$ cat src/rtl/serial_deser_reg_if.sv
// Serial-in / parallel-out bus between a bit-stream source and a word consumer.
// The slave modport is the deserializer's view; the master modport is the driver's view.
interface serial_deser_reg_if #(
    parameter int WIDTH = 16
);
    logic             clr;
    logic             sin;
    logic             sin_valid;
    logic             sof;
    logic             msb_first;
    logic [WIDTH-1:0] dout;
    logic             dout_valid;
    logic             dout_ready;
    logic             busy;
    logic             overflow;
    logic             parity_err;

    modport master (
        output clr, sin, sin_valid, sof, msb_first, dout_ready,
        input  dout, dout_valid, busy, overflow, parity_err
    );

    modport slave (
        input  clr, sin, sin_valid, sof, msb_first, dout_ready,
        output dout, dout_valid, busy, overflow, parity_err
    );
endinterface

$ cat src/rtl/serial_deser_reg.sv
// Deserializer: assembles sof-framed serial bits into WIDTH-bit words behind a one-entry valid/ready buffer.
// Define DESER_PARITY_EN to expect a trailing even-parity bit after each word.
module serial_deser_reg #(
    parameter int WIDTH = 16
) (
    input  logic                clk,
    input  logic                rstn,
    serial_deser_reg_if.slave   bus
);
    localparam int             CW   = $clog2(WIDTH + 1);
    localparam logic [CW-1:0]  LAST = CW'(WIDTH - 1);

`ifdef DESER_PARITY_EN
    typedef enum logic [1:0] {IDLE, RECV, PAR} state_t;
`else
    typedef enum logic [1:0] {IDLE, RECV} state_t;
`endif

    state_t           state_q, state_d;
    logic [WIDTH-1:0] shift_q, shift_d;
    logic [CW-1:0]    count_q, count_d;
    logic             order_q, order_d;
    logic             word_done;
    logic [WIDTH-1:0] word_d;
    logic             load_word;
    logic [WIDTH-1:0] dout_q;
    logic             dout_valid_q;
    logic             overflow_q;

    // The first bit of a word always ends up in dout[WIDTH-1] (msb) or dout[0] (lsb).
    function automatic logic [WIDTH-1:0] shift_in(input logic [WIDTH-1:0] cur,
                                                  input logic             b,
                                                  input logic             msb);
        return msb ? {cur[WIDTH-2:0], b} : {b, cur[WIDTH-1:1]};
    endfunction

`ifdef DESER_PARITY_EN
    logic par_bad_d;
    logic parity_err_q;
`endif

    always_ff @(posedge clk or negedge rstn) begin
        if (!rstn) begin
            state_q <= IDLE;
            shift_q <= '0;
            count_q <= '0;
            order_q <= 1'b0;
        end else begin
            state_q <= state_d;
            shift_q <= shift_d;
            count_q <= count_d;
            order_q <= order_d;
        end
    end

    always_comb begin
        state_d   = state_q;
        shift_d   = shift_q;
        count_d   = count_q;
        order_d   = order_q;
        word_done = 1'b0;
        word_d    = shift_q;
`ifdef DESER_PARITY_EN
        par_bad_d = 1'b0;
`endif
        if (bus.sin_valid) begin
            // A qualified sof restarts assembly from any state, dropping a partial word.
            if (bus.sof) begin
                order_d = bus.msb_first;
                shift_d = shift_in('0, bus.sin, bus.msb_first);
                count_d = CW'(1);
                state_d = RECV;
            end else begin
                case (state_q)
                    RECV: begin
                        shift_d = shift_in(shift_q, bus.sin, order_q);
                        if (count_q == LAST) begin
`ifdef DESER_PARITY_EN
                            count_d = count_q + CW'(1);
                            state_d = PAR;
`else
                            word_done = 1'b1;
                            word_d    = shift_d;
                            count_d   = '0;
                            state_d   = IDLE;
`endif
                        end else begin
                            count_d = count_q + CW'(1);
                        end
                    end
`ifdef DESER_PARITY_EN
                    PAR: begin
                        word_done = 1'b1;
                        word_d    = shift_q;
                        par_bad_d = ^{shift_q, bus.sin};
                        count_d   = '0;
                        state_d   = IDLE;
                    end
`endif
                    default: begin
                        state_d = state_q;
                    end
                endcase
            end
        end
    end

    // A completing word may replace a word being consumed on the same edge.
    assign load_word = word_done && (!dout_valid_q || bus.dout_ready);

    always_ff @(posedge clk or negedge rstn) begin
        if (!rstn) begin
            dout_q       <= '0;
            dout_valid_q <= 1'b0;
            overflow_q   <= 1'b0;
        end else begin
            if (bus.clr) begin
                overflow_q <= 1'b0;
            end
            if (word_done) begin
                if (load_word) begin
                    dout_q       <= word_d;
                    dout_valid_q <= 1'b1;
                end else begin
                    overflow_q <= 1'b1;
                end
            end else if (dout_valid_q && bus.dout_ready) begin
                dout_valid_q <= 1'b0;
            end
        end
    end

`ifdef DESER_PARITY_EN
    // Parity travels with the buffered word; a dropped word's result is discarded.
    always_ff @(posedge clk or negedge rstn) begin
        if (!rstn) begin
            parity_err_q <= 1'b0;
        end else begin
            if (bus.clr) begin
                parity_err_q <= 1'b0;
            end
            if (load_word) begin
                parity_err_q <= par_bad_d;
            end
        end
    end

    assign bus.parity_err = parity_err_q;
`else
    assign bus.parity_err = 1'b0;
`endif

    assign bus.dout       = dout_q;
    assign bus.dout_valid = dout_valid_q;
    assign bus.overflow   = overflow_q;
    assign bus.busy       = (state_q != IDLE);
endmodule

$ cat src/flat_wrapper.sv
// flat-port wrapper written by rule: the top's interface ports become plain ports
module serial_deser_reg_flat 
#(
    parameter int WIDTH = 16
)
  (clk, rstn, bus_clr, bus_sin, bus_sin_valid, bus_sof, bus_msb_first, bus_dout_ready, bus_dout, bus_dout_valid, bus_busy, bus_overflow, bus_parity_err);
  serial_deser_reg_if #(.WIDTH(WIDTH)) bus_i ();
  input  logic clk;
  input  logic rstn;
  input wire logic [$bits(bus_i.clr)-1:0] bus_clr;
  input wire logic [$bits(bus_i.sin)-1:0] bus_sin;
  input wire logic [$bits(bus_i.sin_valid)-1:0] bus_sin_valid;
  input wire logic [$bits(bus_i.sof)-1:0] bus_sof;
  input wire logic [$bits(bus_i.msb_first)-1:0] bus_msb_first;
  input wire logic [$bits(bus_i.dout_ready)-1:0] bus_dout_ready;
  output wire logic [$bits(bus_i.dout)-1:0] bus_dout;
  output wire logic [$bits(bus_i.dout_valid)-1:0] bus_dout_valid;
  output wire logic [$bits(bus_i.busy)-1:0] bus_busy;
  output wire logic [$bits(bus_i.overflow)-1:0] bus_overflow;
  output wire logic [$bits(bus_i.parity_err)-1:0] bus_parity_err;
  assign bus_i.clr = bus_clr;
  assign bus_i.sin = bus_sin;
  assign bus_i.sin_valid = bus_sin_valid;
  assign bus_i.sof = bus_sof;
  assign bus_i.msb_first = bus_msb_first;
  assign bus_i.dout_ready = bus_dout_ready;
  assign bus_dout = bus_i.dout;
  assign bus_dout_valid = bus_i.dout_valid;
  assign bus_busy = bus_i.busy;
  assign bus_overflow = bus_i.overflow;
  assign bus_parity_err = bus_i.parity_err;
  serial_deser_reg #(.WIDTH(WIDTH)) u_core (.clk(clk), .rstn(rstn), .bus(bus_i));
endmodule
$ cat config.mk
export PLATFORM = sky130hd
export DESIGN_NAME = serial_deser_reg_flat
export DESIGN_NICKNAME = d
export VERILOG_FILES = /design/src/rtl/serial_deser_reg_if.sv /design/src/rtl/serial_deser_reg.sv /design/src/flat_wrapper.sv
export SDC_FILE = /design/constraint.sdc
export NUM_CORES = 1
export LEC_CHECK = 0
export ABC_AREA = 1
export ABC_CLOCK_PERIOD_IN_PS = 1300
export CAP_MARGIN = 40
export CORE_MARGIN = 2
export CORE_UTILIZATION = 35
export CTS_CLUSTER_SIZE = 30
export DETAILED_ROUTE_END_ITERATION = 10
export GPL_TIMING_DRIVEN = 0
export HOLD_SLACK_MARGIN = 0.15
export MAX_ROUTING_LAYER = met4
export PLACE_DENSITY_LB_ADDON = 0.12
export SETUP_SLACK_MARGIN = 0.5
export SLEW_MARGIN = 20
export SYNTH_ARGS = -nofsm -noshare
export SYNTH_HDL_FRONTEND = slang
export SYNTH_SLANG_ARGS = --single-unit
$ cat constraint.sdc
create_clock -name clk -period 1.3 [get_ports clk]
set_input_delay 0.195 -clock clk [delete_from_list [all_inputs] [get_ports clk]]
set_output_delay 0.195 -clock clk [all_outputs]
set_load 0.1 [all_outputs]
==> qor.yml, run 1 <==
finish:
  multi_input_area_sq_um: 961
  diodes: 0
  num-fill-cells: 464
  register_area_sq_mm: 0.00110
  area_growth_pct: 69.3
  layout-drive-gt1-share_pct: 43.0
  fin_nets: 343
detailed_routing:
  drcViolationCount: 0
  num_vias: 1886
  wire_per_inst_microns: 12.7
  wirelength_microns: 5150
  ant_nets: 0
  vias_per_cell: 4.63
  firstDrtPassIters: 4
  drt_iter0_markers: 100
critical_path:
  cp.arrival_ps: 1510
  cp-start-kind: "flop"
  path_delay_family: "flip-flops"
  crit_path_top_delay_cell: "dfrtp_4"
  setup.worst_path.end_class: "flop"
  max_stage_delay_ps: 490
  timing.critical_path.mode_cell: "nand2_1"
  crit_type: "reg2reg"
  cp_max_fo: 6
  cp_data_required_time_ps: 1500
  crit_buf_inv: 3
  cp_cell_sequence: "buf_6 -> nand2_8 -> nor2_8 -> buf_4 -> clkbuf_16 -> nand2_1 -> nand2_1"
run_status:
  failed_checks: "negative hold slack, negative setup slack"
  outcome: "complete, but fails checks"
synthesis:
  synth_top_flop_cell: "dfrtp_1"
  syn_nets: 261
  ys_top_cells_by_count: "nand2_1, dfrtp_1, nand4_1, inv_1"
  synth_area_leader_cell: "dfrtp_1"
  synth_top_cells_by_area: "dfrtp_1, nand2_1, nand4_1"
  synth-seq-area-share_pct: 51.6
  ys_warn_count: 0
  synth_area_sq_mm: 0.00199
  syn_inst: 252
  yosysMostFrequentCell: "nand2_1"
  postSynth.asyncResetShare_pct: 100
  synth-edff-count: 0
  ys_types: 22
  syn_avg_cell_area_sq_um: 7.89
  yosysTopAreaCellShare_pct: 51.6
  ys_ff_latch: 41
global_routing:
  gr-total-overflow: 0
  grt_max_degree: 29
  grt_pass1_wl_microns: 8860
  grt_pass1_vias: 1869
  grt_usage_pct: 18.5
  antenna_found_initial: 0
floorplanning:
  die_w_microns: 79.4
  core_sq_mm: 0.00551
  core.rowCount: 27
  dieArea_sq_mm: 0.00630
  initial_core_util_pct: 36.1
  pin_count: 28
  fp.dieH_microns: 79.4
cts:
  cts_root_buf: "clkbuf_8"
  cts_max_level: 2
  cts_tree: "built"
  cts.sinks: 41
  numCtsBuffers: 5
  path_clk_slew_ps: 90
  clk_path_buf_depth: 2
  clk_latency_ps: 300
power_and_ir_drop:
  p_int_mw: 1.87
  sw_frac_of_total_pct: 28.6
  seqPwrFrac_pct: 51.3
  p_clk_share_pct: 32.3
  leakagePower_nw: 1.71
  pwr-share-comb_pct: 16.4
  power_switching_uw: 750
  power-per-cell-area_mw_per_mm2: 778
  peakVddDrop_mv: 0.385
  p_total_mw: 2.62
place:
  port_buffers: 26
  hpwlAfterDp_microns: 3200
  gp_congestion: 0.817
  dp_slack_ps: -343
timing:
  hold_slack_ps: -207
  fin_skew_ps: 10.0
  timing.final.crit_period_ps: 1310
  rsz0062_at_grt: "yes"
  drv_slew: 0
  finalSetupViolations: 2
  hold_viol: 13
  fmax_ghz: 0.763
  fin_setup_tns_ps: -16.6
  finalWorstSetupSlack_ps: -9.83
  finalCritPeriodShare_pct: 101
worst_hold_path:
  hold_class: "in2async"
run:
  cap_violations: 0
## cell type report
| class | instances | area share (%) |
|---|---|---|
| tap | 72 | 2.67 |
| buffer | 12 | 4.01 |
| multi-input combinational | 189 | 28.5 |
| timing repair buffer | 75 | 28.3 |
| clock buffer | 5 | 2.04 |
| inverter | 10 | 1.34 |
| clock inverter | 3 | 0.520 |
| sequential | 41 | 32.6 |
## power by group through the flow
stage	Clock [mW]	Sequential, mW	Combinational (mW)
final	0.847	1.34	0.429
after CTS	0.866	1.34	0.375
after detailed placement	0	1.37	0.312
after floorplan	0	1.37	0.194
after global routing	0.929	1.35	0.474
after global placement	0	1.37	0.303
## stage by stage
stage	utilization [%]	area (sq um)	std cells	hold WS (ps)
2_1_floorplan	-	2100	252	-101
3_3_place_gp	44.5	2450	350	460
3_5_place_dp	49.9	2750	370	134
4_1_cts	56.9	3130	393	-191
5_1_grt	61.2	3370	407	-183
6_report	61.2	3370	407	-207
## routing by layer
layer	track usage (%)	wire length, microns	share of wire (%)
met1	24.0	2340	45
met2	29.3	2560	50
met3	4.19	183	3.6
met4	5.34	71	1.4
met5	-	0	0
## sequential cells by signal (all words and copies together), names as in the netlist
register               flops
u_core.bus.dout           16
u_core.state_q             1
u_core.order_q             1
u_core.count_q             5
u_core.shift_q            16
u_core.bus.dout_valid      1
u_core.bus.overflow        1
## final timing paths
kind / start / endpoint / slack (ps) / cells after the start
max: u_core.state_q[0] / u_core.shift_q[7] / -10 / 7
min: rstn / u_core.count_q[1] / -210 / 1
max reg2reg: u_core.state_q[0] / u_core.shift_q[7] / -10 / 7
min reg2reg: u_core.shift_q[6] / u_core.shift_q[6] / 500 / 2
max in group asynchronous: rstn / u_core.bus.dout[3] / 1020 / 2
min in group clk: bus_sin_valid / u_core.state_q[0] / 430 / 4
## timing repair
item | 4_1_cts | 5_1_grt
endpoints found under the hold margin | 41 | 13
buffers inserted | 12 | 12
endpoints found under the setup margin | 60 | 60
gates resized for setup | 138 | 29
cloned | 3 | 2
pin swaps | 5 | 3
## logic make-up (layout without fill, tap and decap cells)
kind of cell	Yosys count	after routing	share of synthesized area, %
buf+inv	22	105	6.67
other cells	1	1	0.188
flops	41	41	51.6
fa+ha+maj	1	1	0.629
simple gates	179	179	38.8
compound gates	8	8	2.14
## placed cells by master (no fill, tap or decap), drive strengths merged
cell	Yosys	routed
nand2	150	150
buf	12	79
dfrtp	41	41
nand4	17	17
inv	10	10
clkbuf	0	7
nor2	7	7
nand3	5	5
clkdlybuf4s50	0	4
a21oi	4	4
o21ai	3	3
clkinv	0	2
dlygate4sd2	0	2
o21bai	1	1
ha	1	1
conb	1	1
clkinvlp	0	1
Note: power is estimated with default switching activity, not from simulation.
==> run 2: changes to the inputs <==
- CORE_ASPECT_RATIO: unset -> 0.75
==> run 2 against run 1 <==
  * The run still ends with negative hold slack, negative setup slack left
  * Die area grew 0.10%
  * Register-to-register slack barely moved
  * Fmax increased by 0.18%
  * Core utilization up 2.8 points
==> qor.yml, run 2 (synthesis results as in run 1) <==
detailed_routing:
  drcViolationCount: 0  # unchanged
  wirelength_microns: 5480  # was 5150 microns
  vias_per_cell: 4.73  # was 4.63
  wire_per_inst_microns: 13.1  # was 12.7 microns
  ant_nets: 0  # unchanged
  num_vias: 1977  # was 1886
  drt_iter0_markers: 103  # was 100
  firstDrtPassIters: 4  # unchanged
finish:
  register_area_sq_mm: 0.00110  # unchanged
  diodes: 0  # unchanged
  mostFrequentLayoutCells: "nand2_1, buf_6, buf_4"  # was nand2_1, buf_6, buf_4, dfrtp_1, buf_12
  area_growth_pct: 74.0  # was 69.3%
  layout-drive-gt1-share_pct: 45.5  # was 43.0%
  num-fill-cells: 449  # was 464
  fin_nets: 351  # was 343
  multi_input_area_sq_um: 963  # was 961 sq um
  layout_commonest_cell: "nand2_1"  # unchanged
  final_cell_area_sq_mm: 0.00346  # was 0.00337 sq mm
power_and_ir_drop:
  sw_frac_of_total_pct: 26.4  # was 28.6%
  leakagePower_nw: 1.76  # was 1.71 nW
  pwr-share-comb_pct: 15.8  # was 16.4%
  seqPwrFrac_pct: 46.2  # was 51.3%
  power-per-cell-area_mw_per_mm2: 841  # was 778 mW/mm^2
  power_switching_uw: 770  # was 750 uW
  p_clk_share_pct: 38.0  # was 32.3%
  p_int_mw: 2.14  # was 1.87 mW
  peakVddDrop_mv: 0.673  # was 0.385 mV
  p_total_mw: 2.91  # was 2.62 mW
critical_path:
  reg2reg_from: "u_core.state_q[0]"  # unchanged
  crit_path_top_delay_cell: "dfrtp_4"  # unchanged
  cp_data_required_time_ps: 1500  # about the same
  cp_cell_sequence: "buf_6 -> nand2_8 -> nor2_8 -> nand3_4 -> buf_6 -> nand2_1 -> nand2_1"  # was buf_6 -> nand2_8 -> nor2_8 -> buf_4 -> clkbuf_16 -> nand2_1 -> nand2_1
  r2r_cells: 7  # unchanged
  crit_type: "reg2reg"  # unchanged
  r2r_slack_ps: -8  # was -10 ps
  cp-start-kind: "flop"  # unchanged
  r2r-end: "u_core.bus.dout[12]"  # was u_core.shift_q[7]
  max_stage_delay_ps: 410  # was 490 ps
  cp.arrival_ps: 1510  # about the same
  setup.worst_path.end_class: "flop"  # unchanged
  cp_max_fo: 8  # was 6
timing:
  hold_viol: 11  # was 13
  hold_slack_ps: -236  # was -207 ps
  finalSetupViolations: 4  # was 2
  finalCritPeriodShare_pct: 101  # about the same
  finalWorstSetupSlack_ps: -7.53  # was -9.83 ps
  drv_slew: 0  # unchanged
  timing.final.crit_period_ps: 1310  # about the same
  fmax_ghz: 0.765  # was 0.763 GHz
  rsz0062_at_grt: "yes"  # unchanged
  fin_skew_ps: 9.58  # was 10.0 ps
global_routing:
  antenna_found_initial: 0  # unchanged
  grt_usage_pct: 19.0  # was 18.5%
  gr-total-overflow: 0  # unchanged
  grt_pass1_vias: 1914  # was 1869
  grt_pass1_wl_microns: 9410  # was 8860 microns
  grt_max_degree: 31  # was 29
run_status:
  failed_checks: "negative hold slack, negative setup slack"  # unchanged
  outcome: "complete, but fails checks"  # unchanged
floorplanning:
  core.rowCount: 23  # was 27
  dieArea_sq_mm: 0.00631  # was 0.00630 sq mm
  core_sq_mm: 0.00541  # was 0.00551 sq mm
  pin_count: 28  # unchanged
  die_w_microns: 91.1  # was 79.4 microns
  fp.dieH_microns: 69.3  # was 79.4 microns
  initial_core_util_pct: 36.8  # was 36.1%
cts:
  cts_max_level: 2  # unchanged
  path_clk_slew_ps: 90  # about the same
  clk_path_buf_depth: 2  # unchanged
  cts_root_buf: "clkbuf_8"  # unchanged
  clk_latency_ps: 300  # about the same
  cts_tree: "built"  # unchanged
  numCtsBuffers: 5  # unchanged
  cts.sinks: 41  # unchanged
place:
  gp_congestion: 0.781  # was 0.817
  port_buffers: 26  # unchanged
  place_area_sq_mm: 0.00275  # about the same
  hpwlAfterDp_microns: 3330  # was 3200 microns
worst_hold_path:
  hold_class: "in2async"  # unchanged
run:
  cap_violations: 0  # unchanged
-- run 2: per-stage QoR --
step           hold WS (ps)  TNS [ps]  instances  worst slack [ps]  utilization [%]
2_1_floorplan          -101      -439        252             -43.9                -
3_3_place_gp            463    -68720        353             -1410             45.4
3_5_place_dp           97.7     -9240        373              -321             50.9
4_1_cts                -228     -13.7        404             -11.8             61.1
5_1_grt                -222      -967        418             -83.7             64.0
6_report               -236     -12.7        418             -7.53             64.0
-- run 2: power groups by stage --
stage / clock network, mW / registers, mW / logic (mW)
after global routing: 1.18 / 1.35 / 0.507
after global placement: 0 / 1.37 / 0.303
after CTS: 1.12 / 1.34 / 0.425
after detailed placement: 0 / 1.37 / 0.313
after floorplan: 0 / 1.37 / 0.194
final: 1.11 / 1.35 / 0.460
-- run 2: worst max-delay path by stage --
stage / from / to / slack (ps) / cells after the start
final: u_core.state_q[0] / u_core.bus.dout[12] / -8 / 7
after global routing: u_core.state_q[0] / u_core.bus.dout[7] / -80 / 7
after CTS: u_core.count_q[0] / u_core.bus.dout[12] / -10 / 7
after detailed placement: bus_sof / u_core.shift_q[10] / -320 / 7
after global placement: rstn / u_core.bus.dout[8] / -1410 / 1
after floorplan: u_core.state_q[0] / u_core.bus.dout[10] / -40 / 6
-- run 2: critical path: cells and delay by family, from the launching register on --
kind	cells	cell delay [ps]
AND/OR/NAND/NOR	5	510
flip-flops	1	410
buffers and inverters	2	280
-- run 2: per-layer routing --
| layer | vias to the layer above | track usage, % | routed length [microns] |
|---|---|---|---|
| met1 | 953 | 26.0 | 2560 |
| li1 | 970 | - | - |
| met3 | 10 | 3.91 | 234 |
| met2 | 44 | 28.6 | 2610 |
| met4 | 0 | 5.89 | 81 |
| met5 | - | - | 0 |
-- run 2: repair_timing --
item	in CTS	in global routing
gates cloned	4	0
gates resized for setup	159	13
pin swaps	16	14
setup buffers	19	14
endpoints found under the setup margin	60	60
endpoints found under the hold margin	41	41
-- run 2: final cells by class --
class                      instances  area share (%)
tap                               75            2.71
sequential                        41            31.7
timing repair buffer              83            29.3
clock buffer                       6            2.39
clock inverter                     2            1.08
multi-input combinational        189            27.8
buffer                            12            3.69
inverter                          10            1.30
